===== src/rtl/uart_tx_controller.sv =====
// uart_tx_controller
//   Device-to-host response path. A device opens a packet with a start pulse
//   (command + size), then supplies `size` data bytes. Each packet is framed as
//   [command][size][data...] into an internal TX FIFO, which is drained one byte
//   at a time into a byte-level UART transmitter using a start/busy handshake.
//
//   ADDR_WIDTH must be >= 9 so that one maximum packet (257 bytes) fits.
//
//   Optional feature macro: UART_TX_TIMEOUT_PAD_EN
//     When defined, an open packet whose data stalls for TIMEOUT_MS ticks of
//     signal_1ms is completed with 0x00 pad bytes so host-side framing survives.
//     When undefined, signal_1ms is unused and an open packet waits forever.

module uart_tx_controller #(
    parameter int ADDR_WIDTH = 9,
    parameter int TIMEOUT_MS = 10
) (
    input  logic       clock,
    input  logic       reset,
    input  logic       dev_tx_start,
    input  logic [7:0] dev_tx_command,
    input  logic [7:0] dev_tx_size,
    output logic       dev_tx_ready,
    input  logic       dev_tx_data_signal,
    input  logic [7:0] dev_tx_data,
    output logic       dev_tx_data_ready,
    output logic       uart_tx_start,
    output logic [7:0] uart_tx_byte,
    input  logic       uart_tx_busy,
    input  logic       signal_1ms,
    output logic       tx_idle
);

    localparam int                  DEPTH     = 1 << ADDR_WIDTH;
    // A new packet is only accepted when a full 257-byte packet still fits.
    localparam logic [ADDR_WIDTH:0] READY_MAX = (ADDR_WIDTH + 1)'(DEPTH - 257);
    localparam logic [ADDR_WIDTH:0] USED_ONE  = (ADDR_WIDTH + 1)'(1);
    localparam logic [ADDR_WIDTH-1:0] PTR_ONE = ADDR_WIDTH'(1);
    localparam logic [15:0]         TMO_LIMIT = 16'(TIMEOUT_MS);

    typedef enum logic [1:0] {
        IN_IDLE = 2'd0,
        IN_SIZE = 2'd1,
        IN_DATA = 2'd2
`ifdef UART_TX_TIMEOUT_PAD_EN
        ,
        IN_PAD  = 2'd3
`endif
    } in_state_t;

    typedef enum logic [1:0] {
        OUT_IDLE = 2'd0,
        OUT_WAIT = 2'd1,
        OUT_SEND = 2'd2,
        OUT_HOLD = 2'd3
    } out_state_t;

    // Input side state
    in_state_t in_state_q;
    logic [7:0] size_q;
    logic [7:0] byte_cnt_q;
`ifdef UART_TX_TIMEOUT_PAD_EN
    logic [15:0] tmo_cnt_q;
`endif

    // FIFO state
    logic [7:0]            mem [DEPTH];
    logic [ADDR_WIDTH-1:0] wr_ptr_q;
    logic [ADDR_WIDTH-1:0] rd_ptr_q;
    logic [ADDR_WIDTH:0]   used_q;
    logic [ADDR_WIDTH:0]   used_d;
    logic [7:0]            rd_data_p1;
    logic [7:0]            q_p2;
    logic                  wr_en_d;
    logic [7:0]            wr_data_d;
    logic                  fifo_empty;
    logic                  fifo_full;
    logic                  wr_ok;
    logic                  rd_ok;

    // Output side state
    out_state_t out_state_q;
    logic       rdreq_q;
    logic       wait_cnt_q;
    logic       hold_wait_q;
    logic       uart_tx_start_q;
    logic [7:0] uart_tx_byte_q;
    logic       tx_idle_q;

    assign fifo_empty = (used_q == {(ADDR_WIDTH + 1){1'b0}});
    assign fifo_full  = used_q[ADDR_WIDTH];
    assign wr_ok      = wr_en_d && !fifo_full;
    assign rd_ok      = rdreq_q && !fifo_empty;

    assign dev_tx_ready      = (in_state_q == IN_IDLE) && (used_q <= READY_MAX);
    assign dev_tx_data_ready = (in_state_q == IN_DATA);
    assign uart_tx_start     = uart_tx_start_q;
    assign uart_tx_byte      = uart_tx_byte_q;
    assign tx_idle           = tx_idle_q;

`ifndef UART_TX_TIMEOUT_PAD_EN
    logic unused_tick;
    assign unused_tick = signal_1ms ^ TMO_LIMIT[0];
`endif

    // Decode the FIFO write (byte and strobe) implied by the input FSM this cycle
    always_comb begin
        wr_en_d   = 1'b0;
        wr_data_d = 8'h00;
        case (in_state_q)
            IN_IDLE: begin
                if (dev_tx_start && dev_tx_ready) begin
                    wr_en_d   = 1'b1;
                    wr_data_d = dev_tx_command;
                end
            end
            IN_SIZE: begin
                wr_en_d   = 1'b1;
                wr_data_d = size_q;
            end
            IN_DATA: begin
                if (dev_tx_data_signal) begin
                    wr_en_d   = 1'b1;
                    wr_data_d = dev_tx_data;
                end
            end
`ifdef UART_TX_TIMEOUT_PAD_EN
            IN_PAD: begin
                wr_en_d   = 1'b1;
                wr_data_d = 8'h00;
            end
`endif
            default: begin
                wr_en_d   = 1'b0;
                wr_data_d = 8'h00;
            end
        endcase
    end

    // Input FSM: frames command, size and data bytes into the FIFO
    always_ff @(posedge clock) begin
        if (reset) begin
            in_state_q <= IN_IDLE;
            size_q     <= 8'h00;
            byte_cnt_q <= 8'h00;
`ifdef UART_TX_TIMEOUT_PAD_EN
            tmo_cnt_q  <= 16'h0000;
`endif
        end else begin
            case (in_state_q)
                IN_IDLE: begin
                    if (dev_tx_start && dev_tx_ready) begin
                        size_q     <= dev_tx_size;
                        in_state_q <= IN_SIZE;
                    end
                end
                IN_SIZE: begin
                    if (size_q == 8'h00) begin
                        in_state_q <= IN_IDLE;
                    end else begin
                        byte_cnt_q <= 8'h00;
`ifdef UART_TX_TIMEOUT_PAD_EN
                        tmo_cnt_q  <= 16'h0000;
`endif
                        in_state_q <= IN_DATA;
                    end
                end
                IN_DATA: begin
                    if (dev_tx_data_signal) begin
                        byte_cnt_q <= byte_cnt_q + 8'd1;
`ifdef UART_TX_TIMEOUT_PAD_EN
                        tmo_cnt_q  <= 16'h0000;
`endif
                        if (byte_cnt_q + 8'd1 == size_q) begin
                            in_state_q <= IN_IDLE;
                        end
                    end
`ifdef UART_TX_TIMEOUT_PAD_EN
                    else if (tmo_cnt_q >= TMO_LIMIT) begin
                        in_state_q <= IN_PAD;
                    end else if (signal_1ms) begin
                        tmo_cnt_q <= tmo_cnt_q + 16'd1;
                    end
`endif
                end
`ifdef UART_TX_TIMEOUT_PAD_EN
                IN_PAD: begin
                    // One zero byte per clock until the declared size is met
                    byte_cnt_q <= byte_cnt_q + 8'd1;
                    if (byte_cnt_q + 8'd1 == size_q) begin
                        in_state_q <= IN_IDLE;
                    end
                end
`endif
                default: begin
                    in_state_q <= IN_IDLE;
                end
            endcase
        end
    end

    // Next FIFO occupancy: simultaneous write and read leave it unchanged
    always_comb begin
        used_d = used_q;
        if (wr_ok && !rd_ok) begin
            used_d = used_q + USED_ONE;
        end else if (!wr_ok && rd_ok) begin
            used_d = used_q - USED_ONE;
        end
    end

    // FIFO pointers and occupancy; a write while full is a design error
    always_ff @(posedge clock) begin
        if (reset) begin
            wr_ptr_q <= {ADDR_WIDTH{1'b0}};
            rd_ptr_q <= {ADDR_WIDTH{1'b0}};
            used_q   <= {(ADDR_WIDTH + 1){1'b0}};
        end else begin
            assert (!(wr_en_d && fifo_full));
            if (wr_ok) begin
                wr_ptr_q <= wr_ptr_q + PTR_ONE;
            end
            if (rd_ok) begin
                rd_ptr_q <= rd_ptr_q + PTR_ONE;
            end
            used_q <= used_d;
        end
    end

    // FIFO storage with a two-stage read: q is valid two clocks after rdreq
    always_ff @(posedge clock) begin
        if (wr_ok) begin
            mem[wr_ptr_q] <= wr_data_d;
        end
        if (rd_ok) begin
            rd_data_p1 <= mem[rd_ptr_q];
        end
        q_p2 <= rd_data_p1;
    end

    // Output FSM: fetch one byte, hand it to the UART, wait for it to finish
    always_ff @(posedge clock) begin
        if (reset) begin
            out_state_q     <= OUT_IDLE;
            rdreq_q         <= 1'b0;
            wait_cnt_q      <= 1'b0;
            hold_wait_q     <= 1'b0;
            uart_tx_start_q <= 1'b0;
            uart_tx_byte_q  <= 8'h00;
        end else begin
            rdreq_q         <= 1'b0;
            uart_tx_start_q <= 1'b0;
            case (out_state_q)
                OUT_IDLE: begin
                    if (!fifo_empty && !uart_tx_busy) begin
                        rdreq_q     <= 1'b1;
                        wait_cnt_q  <= 1'b0;
                        out_state_q <= OUT_WAIT;
                    end
                end
                OUT_WAIT: begin
                    if (wait_cnt_q) begin
                        out_state_q <= OUT_SEND;
                    end else begin
                        wait_cnt_q <= 1'b1;
                    end
                end
                OUT_SEND: begin
                    uart_tx_byte_q  <= q_p2;
                    uart_tx_start_q <= 1'b1;
                    hold_wait_q     <= 1'b0;
                    out_state_q     <= OUT_HOLD;
                end
                OUT_HOLD: begin
                    // Skip one clock so a late-rising busy is seen before release
                    if (!hold_wait_q) begin
                        hold_wait_q <= 1'b1;
                    end else if (!uart_tx_busy) begin
                        out_state_q <= OUT_IDLE;
                    end
                end
                default: begin
                    out_state_q <= OUT_IDLE;
                end
            endcase
        end
    end

    // Registered idle indication for the whole block
    always_ff @(posedge clock) begin
        if (reset) begin
            tx_idle_q <= 1'b0;
        end else begin
            tx_idle_q <= (in_state_q == IN_IDLE) && (out_state_q == OUT_IDLE) &&
                         fifo_empty && !uart_tx_busy;
        end
    end

endmodule


===== config.mk =====
export PLATFORM = sky130hd
export DESIGN_NAME = uart_tx_controller
export DESIGN_NICKNAME = d
export VERILOG_FILES = /design/src/rtl/uart_tx_controller.sv
export SDC_FILE = /design/constraint.sdc
export NUM_CORES = 2
export LEC_CHECK = 0
export CORE_MARGIN = 2
export CORE_UTILIZATION = 55
export CTS_CLUSTER_SIZE = 30
export DETAILED_ROUTE_END_ITERATION = 8
export PLACE_DENSITY = 0.69
export SLEW_MARGIN = 40
export SYNTH_ARGS = -nofsm -noshare
export SYNTH_HDL_FRONTEND = slang
export SYNTH_SLANG_ARGS = --single-unit

===== constraint.sdc =====
create_clock -name clock -period 24.9 [get_ports clock]
set_input_delay 4.98 -clock clock [delete_from_list [all_inputs] [get_ports clock]]
set_output_delay 4.98 -clock clock [all_outputs]
set_load 0.005 [all_outputs]

Word level (Yosys, flattened, before mapping)
Memories as Yosys holds them, arrays and structs flattened. A register that Yosys moved wholly into a read port is not among the register bits.
Cells that the tools add are included.
{ "word_totals": {"ff_bits": 69, "memories": 1, "mem_bits_rw": 4096, "elab_cells": 93, "in_bits": 30, "output_inout_bits": 12} }
{ "memory_table": {"columns": ["name", "depth", "width", "rd", "rd_ports_with_merged_regs", "write_ports", "line_no", "text"], "rows": [
  ["mem", 512, 8, 1, 1, 1, "67", "logic [7:0] mem [DEPTH];"]
]} }
{ "op_classes": {"n_lt_le_gt_ge": 1, "reduce_logical": 29, "n_eq_ne": 14, "add_sub_neg": 5, "bitwise_logic": 1, "mux": 28} }
{ "op_table": {"columns": ["cell", "count"], "rows": [
  ["$mux W8", 4],
  ["$pmux W8 S3", 1],
  ["$mux W10", 2],
  ["$add A9 B1 Y9 const B", 2],
  ["$mux W2", 8],
  ["$pmux W8 S2", 1],
  ["$ne A2 B2 Y1 const B", 6],
  ["$add A10 B1 Y10 const B", 1],
  ["$le A10 B8 Y1 const B", 1],
  ["$logic_and A1 B1 Y1", 10],
  ["$logic_not A10 Y1", 1],
  ["$sub A10 B1 Y10 const B", 1],
  ["$add A8 B1 Y8 const B", 1],
  ["$eq A8 B8 Y1", 1],
  ["$logic_not A8 Y1", 1],
  ["$pmux W2 S4", 1],
  ["$reduce_bool A2 Y1", 4],
  ["$mux W1", 7],
  ["$eq A2 B2 Y1 const B", 3],
  ["$pmux W2 S3", 1],
  ["$reduce_and A3 Y1", 2],
  ["$logic_not A1 Y1", 5],
  ["$eq A2 B1 Y1 const B", 2],
  ["$logic_not A2 Y1", 2],
  ["other kinds (7)", 10]
]} }

Logic depth before layout (Yosys ltp)
{ "depth": {"ltp_word": 10, "ltp_mapped": 18, "depth_no_buf": 15} }

Worst setup path before layout
Ideal clock, no wire load.
{ "synth_path": {"kind": "input -> register", "startpoint": "in dev_tx_data_signal", "endpoint": "mem mem[0][0] (data pin)", "cell_stages": 4, "n_path_buf": 1, "setup_time_ps": 2581, "t_arrival_ps": 17264, "t_required_ps": 22319, "path_slack_ps": 5055, "path_cell_list": "and2_1 clkbuf_1 a222oi_1 nor2_1"} }
{ "synth_via": {"elab_chain_cells": 2} }
{ "synth_rtl": {"columns": ["element", "line_no", "text"], "rows": [
  ["start, declared", "24", "input logic dev_tx_data_signal,"],
  ["$mux W8", "122", "if (dev_tx_data_signal) begin"],
  ["$pmux W8 S3", "110", "case (in_state_q)"],
  ["named net wr_data_d[0]", "75", "logic [7:0] wr_data_d;"],
  ["end, declared", "67", null]
]} }
The timed path passes the listed nets, and every way through them passes these cells.

Final worst setup path
{ "layout_path": {"startpoint": "in dev_tx_start", "endpoint": "mem mem[125][0] (data pin)"} }
{ "layout_via": {"elab_chain_cells": 3} }
{ "layout_rtl": {"columns": ["element", "line_no", "text"], "rows": [
  ["start, declared", "20", "input logic dev_tx_start,"],
  ["$logic_and A1 B1 Y1", "112", "if (dev_tx_start && dev_tx_ready) begin"],
  ["$mux W8", "112", null],
  ["$pmux W8 S3", "110", null],
  ["named net wr_data_d[0]", "75", null]
]} }
The timed path passes the listed nets, and every way through them passes these cells.

==> impl_metrics.xml <==
<?xml version="1.0" encoding="UTF-8"?>
<metrics>
  <group name="global_routing">
    <metric name="grt_start_max_net_pins" unit="">198</metric>
    <metric name="gr-usage-all-layers" unit="%">27.7</metric>
    <metric name="number_of_antenna_violations_at_the_first_check_in_global_routing" unit="">20</metric>
    <metric name="global_route_wire_length_before_repair" unit="um">593000</metric>
    <metric name="grt_pass1_vias" unit="">80300</metric>
    <metric name="globalRouteOverflowTotal" unit="">0</metric>
  </group>
  <group name="clocking">
    <metric name="number_of_clock_sinks" unit="">4173</metric>
    <metric name="cts_root_buf" unit="">sky130_fd_sc_hd__clkbuf_16</metric>
    <metric name="cts_setup_buffers" unit="">0</metric>
    <metric name="h-tree-depth" unit="">5</metric>
    <metric name="numCtsBuffers" unit="">409</metric>
    <metric name="tritoncts" unit="">built</metric>
    <metric name="clk_lat_worst_skew" unit="ns">0.98</metric>
    <metric name="cts_repair_resized_insts" unit="">0</metric>
    <metric name="clock_tree.buffer_depth" unit="">4</metric>
    <metric name="hold_buffers" unit="">0</metric>
    <metric name="cts.reportedPaths.clkPinSlew" unit="ns">0.06</metric>
  </group>
  <group name="sta">
    <metric name="max_freq" unit="GHz">0.110</metric>
    <metric name="timing.final.hold_violations" unit="">0</metric>
    <metric name="final.period_utilization" unit="%">36.5</metric>
    <metric name="maxSlewHeadroom" unit="%">34.6</metric>
    <metric name="worst_margin_pin_slew" unit="ns">0.982</metric>
    <metric name="report.final.setup_viol" unit="">0</metric>
    <metric name="grt_setup_unrepaired" unit="">no</metric>
    <metric name="timing.final.max_slew_violations" unit="">0</metric>
    <metric name="final_period_minus_worst_setup_slack" unit="ns">9.09</metric>
    <metric name="final.setup_skew" unit="ns">0.0726</metric>
    <metric name="finalSetupTns" unit="ns">0</metric>
  </group>
  <group name="critical_path">
    <metric name="critPathCaptureType" unit="">flip-flop</metric>
    <metric name="worst_ep_arrival_time" unit="ns">9.70</metric>
    <metric name="worstPathBufferInverterCount" unit="">5</metric>
    <metric name="critPathMostFrequentCell" unit="">sky130_fd_sc_hd__buf_6</metric>
    <metric name="startpoint_kind_of_the_worst_setup_timing_path" unit="">input pin</metric>
    <metric name="timing.critical_path.slowest_stage_cell" unit="">sky130_fd_sc_hd__buf_4</metric>
    <metric name="critPathMaxFanout" unit="">97</metric>
    <metric name="criticalPathCategory" unit="">in2reg</metric>
    <metric name="worst-endpoint-required" unit="ns">25.50</metric>
    <metric name="crit_family" unit="">buffers and inverters</metric>
    <metric name="cp_slowest_stage_delay" unit="ns">0.67</metric>
    <metric name="critical_path_cell_list" unit="">clkdlybuf4s50_1 -&gt; and2_1 -&gt; a222oi_1 -&gt; nor2_4 -&gt; buf_4 -&gt; buf_6 -&gt; buf_6 -&gt; buf_6</metric>
  </group>
  <group name="floorplanning">
    <metric name="floorplan.initialDensity" unit="%">55.3</metric>
    <metric name="boundaryPins" unit="">42</metric>
    <metric name="placementRows" unit="">199</metric>
    <metric name="die_ht" unit="um">548</metric>
    <metric name="width_of_the_die" unit="um">548</metric>
    <metric name="coreArea" unit="um2">294000</metric>
    <metric name="fp.dieArea" unit="um2">300000</metric>
  </group>
  <group name="logic_synthesis">
    <metric name="yosys-top-cells-count" unit="">sky130_fd_sc_hd__edfxtp_1 (4104), sky130_fd_sc_hd__mux4_2 (1001), sky130_fd_sc_hd__nor2_1 (643), sky130_fd_sc_hd__mux2i_1 (331), sky130_fd_sc_hd__nand2_1 (225)</metric>
    <metric name="netlist_top_cells_area" unit="">sky130_fd_sc_hd__edfxtp_1 (76%), sky130_fd_sc_hd__mux4_2 (14%), sky130_fd_sc_hd__mux2i_1 (2.0%)</metric>
    <metric name="synth.lib_cells_used.distinct" unit="">80</metric>
    <metric name="synth_top_cell_by_area" unit="">sky130_fd_sc_hd__edfxtp_1</metric>
    <metric name="avgSynthCellArea" unit="um2">21.0</metric>
    <metric name="syn_inst" unit="">7764</metric>
    <metric name="yosys_warnings" unit="">0</metric>
    <metric name="syn_area" unit="um2">163000</metric>
    <metric name="async_reset_ff_share" unit="%">0</metric>
    <metric name="synth_enable_flop_cells" unit="">4104</metric>
    <metric name="syn-num-nets" unit="">7816</metric>
    <metric name="postSynth.topFlopCell" unit="">sky130_fd_sc_hd__edfxtp_1</metric>
    <metric name="synth_seq_area_share" unit="%">76.6</metric>
    <metric name="yosys.cell_count.top_type" unit="">sky130_fd_sc_hd__edfxtp_1</metric>
    <metric name="synth_top_area_share" unit="%">75.7</metric>
    <metric name="synth-seq-cells" unit="">4173</metric>
  </group>
  <group name="power_and_ir_drop">
    <metric name="total_power" unit="mW">16.6</metric>
    <metric name="powerDensity" unit="nW/um2">91.5</metric>
    <metric name="ir_worst_vdd" unit="V">0.0000718</metric>
    <metric name="total_leakage_power" unit="nW">55.7</metric>
  </group>
  <group name="place">
    <metric name="placement.io_buffers" unit="">40</metric>
    <metric name="dp.final_hpwl" unit="um">239000</metric>
    <metric name="area_after_detailed_placement" unit="um2">167000</metric>
    <metric name="globalplace.congestion" unit="">0.835</metric>
  </group>
  <group name="routing">
    <metric name="totalWireLength" unit="um">417000</metric>
    <metric name="wl_per_cell" unit="um">34.2</metric>
    <metric name="vias_per_cell" unit="">6.63</metric>
    <metric name="drtIter0Drc" unit="">11400</metric>
    <metric name="route.antenna.remaining_nets" unit="">0</metric>
    <metric name="dr_total_vias" unit="">80800</metric>
    <metric name="first_pass_iteration_count_of_the_detailed_router" unit="">8</metric>
    <metric name="drc" unit="">0</metric>
  </group>
  <group name="cells_and_area">
    <metric name="syn2layout_area_growth" unit="%">11.3</metric>
    <metric name="total_of_fill_cells_in_the_finished_design" unit="">19700</metric>
    <metric name="total_nets_final" unit="">7962</metric>
    <metric name="fraction_of_layout_instances_using_a_drive_strength_above_1" unit="%">23.6</metric>
    <metric name="finish.instance_area" unit="um2">181000</metric>
  </group>
  <group name="run">
    <metric name="max-cap-violations" unit="">0</metric>
  </group>
  <group name="min_path">
    <metric name="worstHoldPathType" unit="">reg2reg</metric>
  </group>
  <group name="outcome">
    <metric name="result_of_the_run" unit="">finished clean</metric>
  </group>
</metrics>
[sequential cells by signal, indices dropped and copies added (netlist names), 8 cells and up]
name	flops
used_q	10
wr_ptr_q	9
rd_ptr_q	9
size_q	8
mem	4096
uart_tx_byte	8
byte_cnt_q	8
q_p2	8
rd_data_p1	8
[per-stage QoR]
stage,worst slack [ns],hold slack (ns),cells,util [%]
after floorplan,5.06,0.323,7764,-
after global placement,14.50,0.329,11400,56.8
after detailed placement,14.46,0.330,11400,56.9
after CTS,15.47,0.344,12200,61.4
after global routing,15.57,0.352,12200,61.6
final,15.81,0.348,12200,61.6
[final cells by class]
| cell class | instances | area, um2 | area share (%) |
|---|---|---|---|
| Clock buffer | 492 | 10700 | 5.88 |
| Inverter | 20 | 129 | 0.0712 |
| Sequential cell | 4173 | 125000 | 68.8 |
| Antenna cell | 8 | 20.0 | 0.0111 |
| Timing Repair Buffer | 217 | 2300 | 1.27 |
| Tap cell | 3919 | 4900 | 2.71 |
| Clock inverter | 267 | 2560 | 1.41 |
| Multi-Input combinational cell | 3089 | 35900 | 19.8 |
[worst reg2reg max path, delay by kind of cell (launching register included)]
family | cells | cell delay, ns
mux | 2 | 0.74
compound gates | 5 | 1.54
flops | 1 | 0.58
buf+inv | 6 | 3.64
[power breakdown]
group | switching (mW) | leakage (nW) | internal (mW) | total [mW]
clock | 2.67 | 6.39 | 3.43 | 6.10
sequential | 0.0360 | 38.7 | 8.17 | 8.21
combinational | 1.41 | 10.7 | 0.845 | 2.26
total | 4.12 | 55.7 | 12.4 | 16.6
[cell families after synthesis]
kind of cell | after synthesis | share of synthesized area [%]
XOR/XNOR | 34 | 0.183
buffers and inverters | 502 | 1.76
flip-flops | 4173 | 76.6
AO/OA/AOI/OAI | 627 | 2.58
adder cells (fa/ha/maj) | 22 | 0.174
multiplexers | 1347 | 16.0
AND/OR/NAND/NOR | 1059 | 2.70
[per-layer routing]
layer  track usage [%]  up-vias  wire length, um
li1                  -    32500                -
met4              9.73        8            14600
met3              6.43      712            46900
met2              42.9     4718           199000
met5                 0        -               61
met1              39.3    42800           156000
[path summary, 6_finish.rpt]
check	endpoint	cells after the start	startpoint	slack, ns
worst max-delay path	mem[125][0]	8	dev_tx_start	15.81
worst min-delay path	q_p2[2]	0	rd_data_p1[2]	0.35
worst max register to register	rd_data_p1[5]	13	rd_ptr_q[1]	18.16
worst min register to register	q_p2[2]	0	rd_data_p1[2]	0.35
[placed cells by master, fill, tap and decap left out, types with 19 or more instances in the layout]
cell and n:
sky130_fd_sc_hd__mux2i_1 331, sky130_fd_sc_hd__nand2_1 220, sky130_fd_sc_hd__a221oi_1 63, sky130_fd_sc_hd__clkinv_1 100
sky130_fd_sc_hd__o211ai_1 24, sky130_fd_sc_hd__a211oi_1 35, sky130_fd_sc_hd__bufinv_16 35, sky130_fd_sc_hd__buf_6 40
sky130_fd_sc_hd__clkdlybuf4s50_1 39, sky130_fd_sc_hd__o221ai_1 48, sky130_fd_sc_hd__clkbuf_1 77, sky130_fd_sc_hd__nand3_1 34
sky130_fd_sc_hd__o22ai_1 35, sky130_fd_sc_hd__a21oi_1 162, sky130_fd_sc_hd__ha_1 20, sky130_fd_sc_hd__nor2b_1 26
sky130_fd_sc_hd__edfxtp_1 4104, sky130_fd_sc_hd__clkbuf_16 413, sky130_fd_sc_hd__clkinvlp_4 23, sky130_fd_sc_hd__a31oi_1 27
sky130_fd_sc_hd__mux4_2 1001, sky130_fd_sc_hd__o21ai_0 111, sky130_fd_sc_hd__dfxtp_1 62, sky130_fd_sc_hd__clkinv_2 77
sky130_fd_sc_hd__buf_4 105, sky130_fd_sc_hd__a22oi_1 34, sky130_fd_sc_hd__nor2_1 543, sky130_fd_sc_hd__xnor2_1 19
sky130_fd_sc_hd__buf_12 21, sky130_fd_sc_hd__nor3_1 28, sky130_fd_sc_hd__nor2_2 88
Power figures use the tool's default switching activity.
